[config.mk]
export PLATFORM = sky130hd
export DESIGN_NAME = execute_stage
export DESIGN_NICKNAME = d
export VERILOG_FILES = /design/src/rtl/execute_stage.sv
export SDC_FILE = /design/constraint.sdc
export NUM_CORES = 1
export LEC_CHECK = 0
export ABC_AREA = 1
export CAP_MARGIN = 25
export CORE_MARGIN = 3
export CORE_UTILIZATION = 45
export DETAILED_ROUTE_END_ITERATION = 6
export HOLD_SLACK_MARGIN = 0.08
export PLACE_DENSITY = 0.73
export SETUP_SLACK_MARGIN = 0.2
export SYNTH_ARGS = -nofsm -noshare
export SYNTH_HDL_FRONTEND = slang
export SYNTH_SLANG_ARGS = --single-unit
[constraint.sdc]
create_clock -name clk -period 3 [get_ports clk]
set_input_delay 0.6 -clock clk [delete_from_list [all_inputs] [get_ports clk]]
set_output_delay 0.6 -clock clk [all_outputs]
set_load 0.01 [all_outputs]
[src/rtl/execute_stage.sv]
// Y86-64 SEQ execute stage: ALU operand select, add/sub/and/xor, ZF/SF/OF register, cond eval.
// Latency: 1 cycle from input transfer to registered valE/cnd; cc updates on the same edge.
// Backpressure: one-entry output register; in_ready = !out_valid || out_ready (no bubble on reload).
module execute_stage #(
    parameter int WIDTH = 64
) (
    input  logic             clk,
    input  logic             rst,
    input  logic             in_valid,
    output logic             in_ready,
    input  logic [3:0]       icode,
    input  logic [3:0]       ifun,
    input  logic [WIDTH-1:0] valA,
    input  logic [WIDTH-1:0] valB,
    input  logic [WIDTH-1:0] valC,
    output logic             out_valid,
    input  logic             out_ready,
    output logic [WIDTH-1:0] valE,
    output logic             cnd,
    output logic [2:0]       cc
);

    // Instruction codes that the execute stage cares about.
    localparam logic [3:0] I_RRMOV = 4'h2;
    localparam logic [3:0] I_IRMOV = 4'h3;
    localparam logic [3:0] I_RMMOV = 4'h4;
    localparam logic [3:0] I_MRMOV = 4'h5;
    localparam logic [3:0] I_OPQ   = 4'h6;
    localparam logic [3:0] I_JXX   = 4'h7;
    localparam logic [3:0] I_CALL  = 4'h8;
    localparam logic [3:0] I_RET   = 4'h9;
    localparam logic [3:0] I_PUSH  = 4'hA;
    localparam logic [3:0] I_POP   = 4'hB;

    // ALU function encoding matches the low two bits of the OPq ifun.
    localparam logic [1:0] ALU_ADD = 2'd0;
    localparam logic [1:0] ALU_SUB = 2'd1;
    localparam logic [1:0] ALU_AND = 2'd2;
    localparam logic [1:0] ALU_XOR = 2'd3;

    // Stack pointer adjustment constants.
    localparam logic [WIDTH-1:0] PLUS_EIGHT  = WIDTH'(8);
    localparam logic [WIDTH-1:0] MINUS_EIGHT = ~PLUS_EIGHT + WIDTH'(1);

    // Reset value of the condition codes: {ZF,SF,OF} = {1,0,0}.
    localparam logic [2:0] CC_RESET = 3'b100;

    // Operand / function selection.
    logic [WIDTH-1:0] alu_a;
    logic [WIDTH-1:0] alu_b;
    logic [1:0]       alu_fn;
    logic             alu_zero;   // force result (and flags) to zero

    // ALU datapath.
    logic [WIDTH-1:0] alu_sum;
    logic [WIDTH-1:0] alu_diff;
    logic [WIDTH-1:0] alu_res;

    // Flags derived from this cycle's ALU result.
    logic flag_z;
    logic flag_s;
    logic flag_o;

    // Condition evaluation on the pre-update cc.
    logic cc_z;
    logic cc_s;
    logic cc_o;
    logic cc_lt;

    // Handshake.
    logic xfer_in;
    logic xfer_out;

    // State and next-state.
    logic             out_valid_q, out_valid_d;
    logic [WIDTH-1:0] valE_q, valE_d;
    logic             cnd_q, cnd_d;
    logic [2:0]       cc_q, cc_d;

    // Pick ALU operands and function from the instruction code.
    always_comb begin
        alu_a    = '0;
        alu_b    = '0;
        alu_fn   = ALU_ADD;
        alu_zero = 1'b1;
        case (icode)
            I_RRMOV: begin
                alu_a    = valA;
                alu_zero = 1'b0;
            end
            I_IRMOV: begin
                alu_a    = valC;
                alu_zero = 1'b0;
            end
            I_RMMOV, I_MRMOV: begin
                alu_a    = valC;
                alu_b    = valB;
                alu_zero = 1'b0;
            end
            I_OPQ: begin
                alu_a    = valA;
                alu_b    = valB;
                alu_fn   = ifun[1:0];
                // Undefined OPq functions produce zero rather than aliasing.
                alu_zero = (ifun > 4'd3);
            end
            I_CALL, I_PUSH: begin
                alu_a    = MINUS_EIGHT;
                alu_b    = valB;
                alu_zero = 1'b0;
            end
            I_RET, I_POP: begin
                alu_a    = PLUS_EIGHT;
                alu_b    = valB;
                alu_zero = 1'b0;
            end
            default: begin
                alu_zero = 1'b1;
            end
        endcase
    end

    // 64-bit ALU; carry out is dropped, arithmetic wraps.
    always_comb begin
        alu_sum  = alu_b + alu_a;
        alu_diff = alu_b - alu_a;
        alu_res  = '0;
        case (alu_fn)
            ALU_ADD: alu_res = alu_sum;
            ALU_SUB: alu_res = alu_diff;
            ALU_AND: alu_res = alu_b & alu_a;
            ALU_XOR: alu_res = alu_b ^ alu_a;
            default: alu_res = '0;
        endcase
        if (alu_zero) begin
            alu_res = '0;
        end
    end

    // Condition flags for the current result; overflow only meaningful for add/sub.
    always_comb begin
        flag_z = (alu_res == '0);
        flag_s = alu_res[WIDTH-1];
        flag_o = 1'b0;
        case (alu_fn)
            ALU_ADD: flag_o = (alu_a[WIDTH-1] == alu_b[WIDTH-1]) &&
                              (alu_res[WIDTH-1] != alu_b[WIDTH-1]);
            ALU_SUB: flag_o = (alu_a[WIDTH-1] != alu_b[WIDTH-1]) &&
                              (alu_res[WIDTH-1] != alu_b[WIDTH-1]);
            default: flag_o = 1'b0;
        endcase
        if (alu_zero) begin
            flag_o = 1'b0;
        end
    end

    // Branch / cmov condition, evaluated against cc before this instruction's update.
    always_comb begin
        cc_z  = cc_q[2];
        cc_s  = cc_q[1];
        cc_o  = cc_q[0];
        cc_lt = cc_s ^ cc_o;
        cnd_d = 1'b0;
        if ((icode == I_RRMOV) || (icode == I_JXX)) begin
            case (ifun)
                4'd0:    cnd_d = 1'b1;
                4'd1:    cnd_d = cc_lt | cc_z;
                4'd2:    cnd_d = cc_lt;
                4'd3:    cnd_d = cc_z;
                4'd4:    cnd_d = ~cc_z;
                4'd5:    cnd_d = ~cc_lt;
                4'd6:    cnd_d = ~cc_lt & ~cc_z;
                default: cnd_d = 1'b0;
            endcase
        end
    end

    // Handshake: accept whenever the output slot is empty or draining this cycle.
    always_comb begin
        in_ready = ~out_valid_q | out_ready;
        xfer_in  = in_valid & in_ready;
        xfer_out = out_valid_q & out_ready;
    end

    // Next-state for the output register and condition codes.
    always_comb begin
        out_valid_d = out_valid_q;
        valE_d      = valE_q;
        cc_d        = cc_q;
        if (xfer_in) begin
            out_valid_d = 1'b1;
            valE_d      = alu_res;
        end else if (xfer_out) begin
            out_valid_d = 1'b0;
        end
        if (xfer_in && (icode == I_OPQ)) begin
            cc_d = {flag_z, flag_s, flag_o};
        end
    end

    // Output register: loads on input transfer, holds data when draining or stalled.
    always_ff @(posedge clk or posedge rst) begin
        if (rst) begin
            out_valid_q <= 1'b0;
            valE_q      <= '0;
            cnd_q       <= 1'b0;
        end else begin
            out_valid_q <= out_valid_d;
            valE_q      <= valE_d;
            if (xfer_in) begin
                cnd_q <= cnd_d;
            end
        end
    end

    // Condition-code register: written only by accepted OPq instructions.
    always_ff @(posedge clk or posedge rst) begin
        if (rst) begin
            cc_q <= CC_RESET;
        end else begin
            cc_q <= cc_d;
        end
    end

    assign out_valid = out_valid_q;
    assign valE      = valE_q;
    assign cnd       = cnd_q;
    assign cc        = cc_q;

endmodule

==> results.tsv, run 1 <==
metric	value	unit
Num CTS Buffers	9	
top_reg_cell synth	dfrtp_1	
post-synth top area share	17.6	%
Fail Step	global routing	
synth top area cells	nand2_1 (18%), dfrtp_1 (12%), ha_1 (11%), inv_1 (9.8%), nor2_1 (8.8%)	
most numerous cell in the Yosys netlist	nand2_1	
routability cong.	1.04	
outcome	aborted with a tool error	
cell chosen for the clock root	clkbuf_16	
Placement Setup Slack	-2.77	ns
Syn Nets	2720	
ys async rst share	100	%
WEP type	register input	
largest net degree at the start of global routing	131	
Sink Count	69	
Seq/Total Area, Yosys	12.4	%
hold buffers post-CTS	0	
synthesized flop and latch total	69	
Ports	274	
Netlist cell types	59	
Mapped Avg Cell Area	5.85	µm²
Final HPWL DP	57700	µm
Synth area leader	nand2_1	
netlist area before placement	14000	µm²
Clock Path Buffers	2	
# rows	63	
cells after synthesis	2390	
initial core utilization	46.5	%
Die X	182	µm
Synth top cells by count	nand2_1 (656), inv_1 (365), nor2_1 (327), o21ai_0 (149), ha_1 (125)	
Error	[ERROR GRT-0232] Routing congestion too high. Check the congestion heatmap in the GUI.	
Yosys Warn Count	0	
# port buffers	273	
aggregate global-route resource usage	72.7	%
Worst Endpoint after GRT Repair	cc[2]$_DFFE_PP1P_/D	
die height	182	µm
GR Overflow Total	41	
H-tree Lvls	3	
EDFF count, synth	0	
per-layer routing:
metal	GRT usage, %	GRT overflow
met3	55.8	1
met1	72.3	0
met5	24.1	0
met2	90.7	17
met4	72.6	23
what timing repair did:
action,CTS
cloned,4
setup buffers,53
hold endpoints to repair,0
gates resized for setup,444
pin swaps,133
setup endpoints to repair,67
stage by stage:
step	cells	area, µm²	hold slack, ns	util [%]	setup TNS [ns]
2_1_floorplan	2390	14800	0.489	-	-37.17
3_3_place_gp	3577	22300	0.463	74.2	-122.14
3_5_place_dp	3577	22300	0.475	74.2	-137.20
4_1_cts	3650	24700	0.487	82.0	-69.43
logic make-up after synthesis:
group	share of synthesized area [%]
adders and majority gates	11.3
DFF	12.4
xor gates and xnor gates	4.07
AOI/OAI and AO/OA	15.9
buffers and inverters	13.2
and+or+nand+nor	43.1
==> inputs of run 2 (changes only) <==
CORE_UTILIZATION = 30   (was 45)
HOLD_SLACK_MARGIN = unset   (was 0.08)
PLACE_DENSITY = unset   (was 0.73)
PLACE_DENSITY_LB_ADDON = 0.15   (was unset)
SETUP_SLACK_MARGIN = unset   (was 0.2)
==> results.tsv, run 2 <==
metric	value	unit	change
failing checks	negative setup slack		
Final Hold Viols	0		
aggregate global-route resource usage	27.2	%	
Num CTS Buffers	9		unchanged
Vias	19200		
Worst EP required	3.28	ns	
ANT nets after route	0		
Die X	222	µm	+22%
outcome	complete, but fails checks		
initial antenna violation count	0		
fmax	214	MHz	
RSZ-0062 raised after global routing	true		
most numerous cell in the Yosys netlist	nand2_1		
synth top area cells	nand2_1 (18%), dfrtp_1 (12%), ha_1 (11%), inv_1 (9.8%), nor2_1 (8.8%)		
Final period util	156	%	
synthesized flop and latch total	69		unchanged
Synth area leader	nand2_1		
most frequent cells in the layout	buf_4 (682), nand2_1 (473), inv_1 (316), clkdlybuf4s50_1 (263), nor2_1 (212)		
maximum vdd drop	0.460	mV	
max-cap viol count	0		
drc violations	0		
WHS	0.477	ns	
clock skew	0.00505	ns	
Setup crit start kind	input port		
Slew HR	39.8	%	
multi-input combinational cell area	13900	µm²	
CP dominant cell by count	nand2_2		
vias in the first global route	18500		
nets	3725		
H-tree Lvls	3		unchanged
cell chosen for the clock root	clkbuf_16		
worst min-delay path class	reg -> reg		
CP bufs+invs	9		
initial core utilization	30.6	%	-16 points
Tmin final	4.67	ns	
Core ar.	45700	µm²	
Mapped Avg Cell Area	5.85	µm²	unchanged
# rows	78		+24%
CP top delay family	simple AND/OR/NAND/NOR gates		
CTS clk-pin slew, worst paths	0.06	ns	
Worst setup EP type	flip-flop		
crit path DAT	4.96	ns	
# port buffers	273		unchanged
1st-pass router iterations	5		
register area	1730	µm²	
Total Negative Setup Slacks	-68.44	ns	
first-pass GRT wire length	105000	µm	
GR Overflow Total	0		
commonest non-fill, non-tap cell in the layout	buf_4		
placed inst area	23100	µm²	+3.5%
Power Total	7.93	mW	
setup violators final	63		
fin area	27400	µm²	
Clock Path Buffers	2		unchanged
final WL	71700	µm	
ant diodes	0		
P_leak	14.2	nW	
post-synth top area share	17.6	%	unchanged
Die ar.	49300	µm²	
ys async rst share	100	%	unchanged
crit path max fanout	6		
Slew Viols, Final	0		
Synth top cells by count	nand2_1 (656), inv_1 (365), nor2_1 (327), o21ai_0 (149), ha_1 (125)		
Tightest Pin Transition	0.904	ns	
share of cells above drive strength 1	47.7	%	
top_reg_cell synth	dfrtp_1		
Netlist cell types	59		unchanged
routability cong.	1.04		-0.68%
CTS tree	yes		
Sink Count	69		unchanged
largest net degree at the start of global routing	94		
1st-iter DRT viols	1311		
Syn Nets	2720		unchanged
Fill cells	4308		
CP max stage cell	ha_4		
Yosys Warn Count	0		unchanged
Seq/Total Area, Yosys	12.4	%	unchanged
PwrDens	289	nW/µm²	
EDFF count, synth	0		unchanged
setup slack after layout	-1.67	ns	
CP Class	in -> reg		
die height	222	µm	+22%
max reg flops	64		
Final HPWL DP	60100	µm	+4.1%
post-DR wirelength/cell	17.9	µm	
vias per std cell	4.81		
Ports	274		unchanged
slowest stage delay, CP	0.28	ns	
cells after synthesis	2390		unchanged
Area Growth Syn to Fin	96.2	%	
worst-skew pair later-pin latency	0.34	ns	
netlist area before placement	14000	µm²	unchanged
==> run 2: cell counts after synthesis <==
Identical to the previous run, type by type.
==> run 2: power by group <==
group | switching, mW | internal (mW)
clock | 0.383 | 0.642
combinational | 2.94 | 2.80
sequential | 0.0867 | 1.08
==> run 2: metrics by stage <==
stage | setup WS (ns) | utilization [%] | cells
2_1_floorplan | -1.19 | - | 2390
3_3_place_gp | -2.95 | 50.7 | 3882
3_5_place_dp | -3.05 | 50.7 | 3882
4_1_cts | -1.73 | 54.8 | 3940
5_1_grt | -1.94 | 60.1 | 4000
6_report | -1.67 | 60.1 | 4000
==> run 2: logic make-up (layout without fill, tap and decap cells) <==
logic type      count (synthesis)  after routing  synth area share, %
simple gates                 1304           1306                 43.1
xor+xnor                       65             65                 4.07
fa+ha+maj                     126            126                 11.3
buf+inv                       454           1462                 13.2
flops                          69             69                 12.4
compound gates                372            372                 15.9
==> run 2: worst paths after layout <==
path | to | slack (ns) | cells past startpoint | startpoint
worst max register to register | valE[36]$_DFFE_PP0P_ | 0.93 | 5 | out_valid$_DFFE_PP0P_
worst max-delay path | cc[2]$_DFFE_PP1P_ | -1.67 | 41 | icode[1]
worst min register to register | valE[40]$_DFFE_PP0P_ | 0.48 | 2 | valE[40]$_DFFE_PP0P_
worst min-delay path | valE[40]$_DFFE_PP0P_ | 0.48 | 2 | valE[40]$_DFFE_PP0P_
min in group asynchronous | out_valid$_DFFE_PP0P_ | 0.58 | 2 | rst
max in group asynchronous | cc[2]$_DFFE_PP1P_ | 1.76 | 3 | rst
==> run 2: routing by layer <==
metal	vias to the layer above	global-route usage, %	wire length, µm
met4	0	6.46	1430
met5	-	0	0
met1	8929	41.1	35100
met2	557	40.2	30400
li1	9672	-	-
met3	63	4.05	4670
==> run 2: worst reg2reg max path: cells and delay by family (launching register included) <==
kind,cells,cell delay (ns)
compound gates,1,0.26
simple gates,2,0.21
buf+inv,2,1.10
flops,1,0.34
==> run 2: cell type report <==
class | count | area share (%)
Clock buffer | 12 | 0.862
Inverter | 383 | 5.39
Clock inverter | 4 | 0.178
Tap cell | 600 | 2.73
Timing Repair Buffer | 1063 | 34.0
Sequential cell | 69 | 6.30
Multi-Input combinational cell | 1869 | 50.6
==> run 2: repair_timing <==
| item | CTS | global route |
|---|---|---|
| endpoints found under the setup margin | 66 | 65 |
| gates resized for setup | 343 | 513 |
| pin swaps | 119 | 178 |
| hold buffers | 0 | 0 |
| setup buffers | 40 | 60 |
| gates cloned | 4 | 2 |
Note: power is estimated with default switching activity, not from simulation.
==> inputs of run 3 (changes only) <==
clock period = 6 ns   (was 3 ns; I/O delays follow)
==> results.tsv, run 3 (synthesis results as in run 2) <==
metric	value	unit	change
outcome	complete, no violations		
Worst setup EP type	flip-flop		
CTS clk-pin slew, worst paths	0.06	ns	about the same
Final period util	92.8	%	
CP dominant cell by count	nand2_2		
maximum vdd drop	0.223	mV	-51%
clock skew	0.00556	ns	+0.000512 ns
Tightest Pin Transition	0.903	ns	-0.00119 ns
first-pass GRT wire length	101000	µm	-4.1%
reg2reg start	out_valid$_DFFE_PP0P_		
share of cells above drive strength 1	27.4	%	-20 points
Endpoint, Worst Hold	valE[33]$_DFFE_PP0P_		
ANT nets after route	0		unchanged
final WL	67200	µm	-6.2%
P_leak	11.9	nW	-16%
PwrDens	151	nW/µm²	-48%
vias in the first global route	17200		-6.7%
CTS tree	yes		
Ports	274		unchanged
crit path max fanout	10		+4
Setup crit start kind	input port		
wire length on met2	27100	µm	-11%
met1 wire length	34600	µm	-1.4%
routability cong.	0.941		-9.3%
Vias	17900		-6.8%
cell chosen for the clock root	clkbuf_16		
1st-pass router iterations	5		unchanged
Final HPWL DP	58200	µm	-3.1%
initial antenna violation count	1		+1
Power Total	3.33	mW	-58%
CP Class	in -> reg		
Final Hold Viols	0		unchanged
Clock Path Buffers	2		unchanged
nets	3435		-7.8%
post-DR wirelength/cell	18.1	µm	+1.2%
Core ar.	45700	µm²	unchanged
RSZ-0062 raised after global routing	false		
die height	222	µm	unchanged
non-filler cells in the finished layout	3710		-7.2%
R2R depth	15		+10
max reg flops	64		unchanged
r2r endpoint	cc[2]$_DFFE_PP1P_		
Worst EP required	6.28	ns	+3.00 ns
vias per std cell	4.83		+0.46%
Die ar.	49300	µm²	unchanged
final core utilization	48.1	%	-12 points
# port buffers	273		unchanged
Top Layer Used	met4		
R2R Setup Slk	3.62	ns	+2.69 ns
max-cap viol count	0		unchanged
ant diodes	0		unchanged
CP top delay family	simple AND/OR/NAND/NOR gates		
WP depth	37		-9.8%
Sink Count	69		unchanged
most frequent cells in the layout	nand2_1 (623), buf_4 (491), inv_1 (359), nor2_1 (299), clkdlybuf4s50_1 (269)		
slowest stage delay, CP	0.37	ns	+0.09 ns
Tmin final	5.57	ns	
commonest non-fill, non-tap cell in the layout	nand2_1		
Slew HR	39.8	%	+0.079 points
WHS Path Cells	2		unchanged
worst-skew pair later-pin latency	0.34	ns	about the same
largest net degree at the start of global routing	109		+16%
setup violators final	0		-100%
fmax	180	MHz	
Placed Cells	3677		-5.3%
drc violations	0		unchanged
Area Growth Syn to Fin	57.2	%	
# rows	78		unchanged
initial core utilization	30.6	%	unchanged
GR Overflow Total	0		unchanged
H-tree Lvls	3		unchanged
Num CTS Buffers	9		unchanged
CP bufs+invs	10		+1
crit path DAT	5.85	ns	+0.89 ns
met3 wire length	4640	µm	-0.68%
Die X	222	µm	unchanged
Slew Viols, Final	0		unchanged
Hold Crit Start	valE[33]$_DFFE_PP0P_		
worst min-delay path class	reg -> reg		
Fill cells	4873		+13%
aggregate global-route resource usage	26.3	%	-0.88 points
1st-iter DRT viols	1523		+16%
CP max stage cell	ha_1		
## run 3: cell count changes in the layout (fill, tap and decap cells not counted), sizes merged
cell           delta
buf             -288
bufbuf            -3
clkdlybuf4s50     +6
clkinv            -2
clkinvlp          +2
dlygate4sd2       -5
dlymetal6s2s      +3
inv               -1
nand2             -1
nor2              -1
## run 3: worst min-delay path: stages (launching register included)
cell	delay, ns
dfrtp_1	0.34
nand2_1	0.05
o21ai_0	0.06
## run 3: power breakdown
group	total, mW	switching (mW)	internal, mW	leakage, nW
registers	0.583	0.0425	0.540	0.915
clock network	0.552	0.197	0.355	0.152
logic	2.19	1.17	1.03	10.8
## run 3: layout make-up
type                            count  area, µm²  area share (%)
Tap cell                          600        751            3.41
Timing Repair Buffer              775       6650            30.2
Clock buffer                       13        270            1.23
Multi-Input combinational cell   1867      11100            50.5
Clock inverter                      3       42.5           0.194
Sequential cell                    69       1730            7.86
Inverter                          383       1440            6.56
## run 3: what timing repair did
action | CTS | global route
endpoints found under the setup margin | 3 | 27
setup buffers | 2 | 14
cloned | 0 | 1
resized for setup | 12 | 201
hold buffers | 0 | 0
pin swaps | 5 | 54
## run 3: metrics by stage
step                area [µm²]  hold slack [ns]  setup slack [ns]  TNS [ns]
floorplan                14000            0.489             0.971         0
global placement         20800            0.467            -0.737     -4.32
detailed placement       20800            0.468            -0.713     -5.36
CTS                      21200            0.482            0.0105         0
global route             22000            0.496             0.118         0
finish                   22000            0.483             0.431         0
## run 3: worst max-delay path by stage
stage	startpoint	to	slack, ns
final	icode[1]	cc[2]$_DFFE_PP1P_	0.43
after CTS	icode[1]	cc[2]$_DFFE_PP1P_	0.01
after detailed placement	icode[0]	cc[2]$_DFFE_PP1P_	-0.71
after floorplan	icode[0]	cc[2]$_DFFE_PP1P_	0.97
after global routing	icode[1]	cc[2]$_DFFE_PP1P_	0.12
after global placement	icode[0]	cc[2]$_DFFE_PP1P_	-0.74
## run 3: metal layers
metal,track usage [%],vias up
li1,-,9066
met1,41.7,8246
met2,37.5,562
met3,3.71,35
met4,4.50,0
met5,0,-
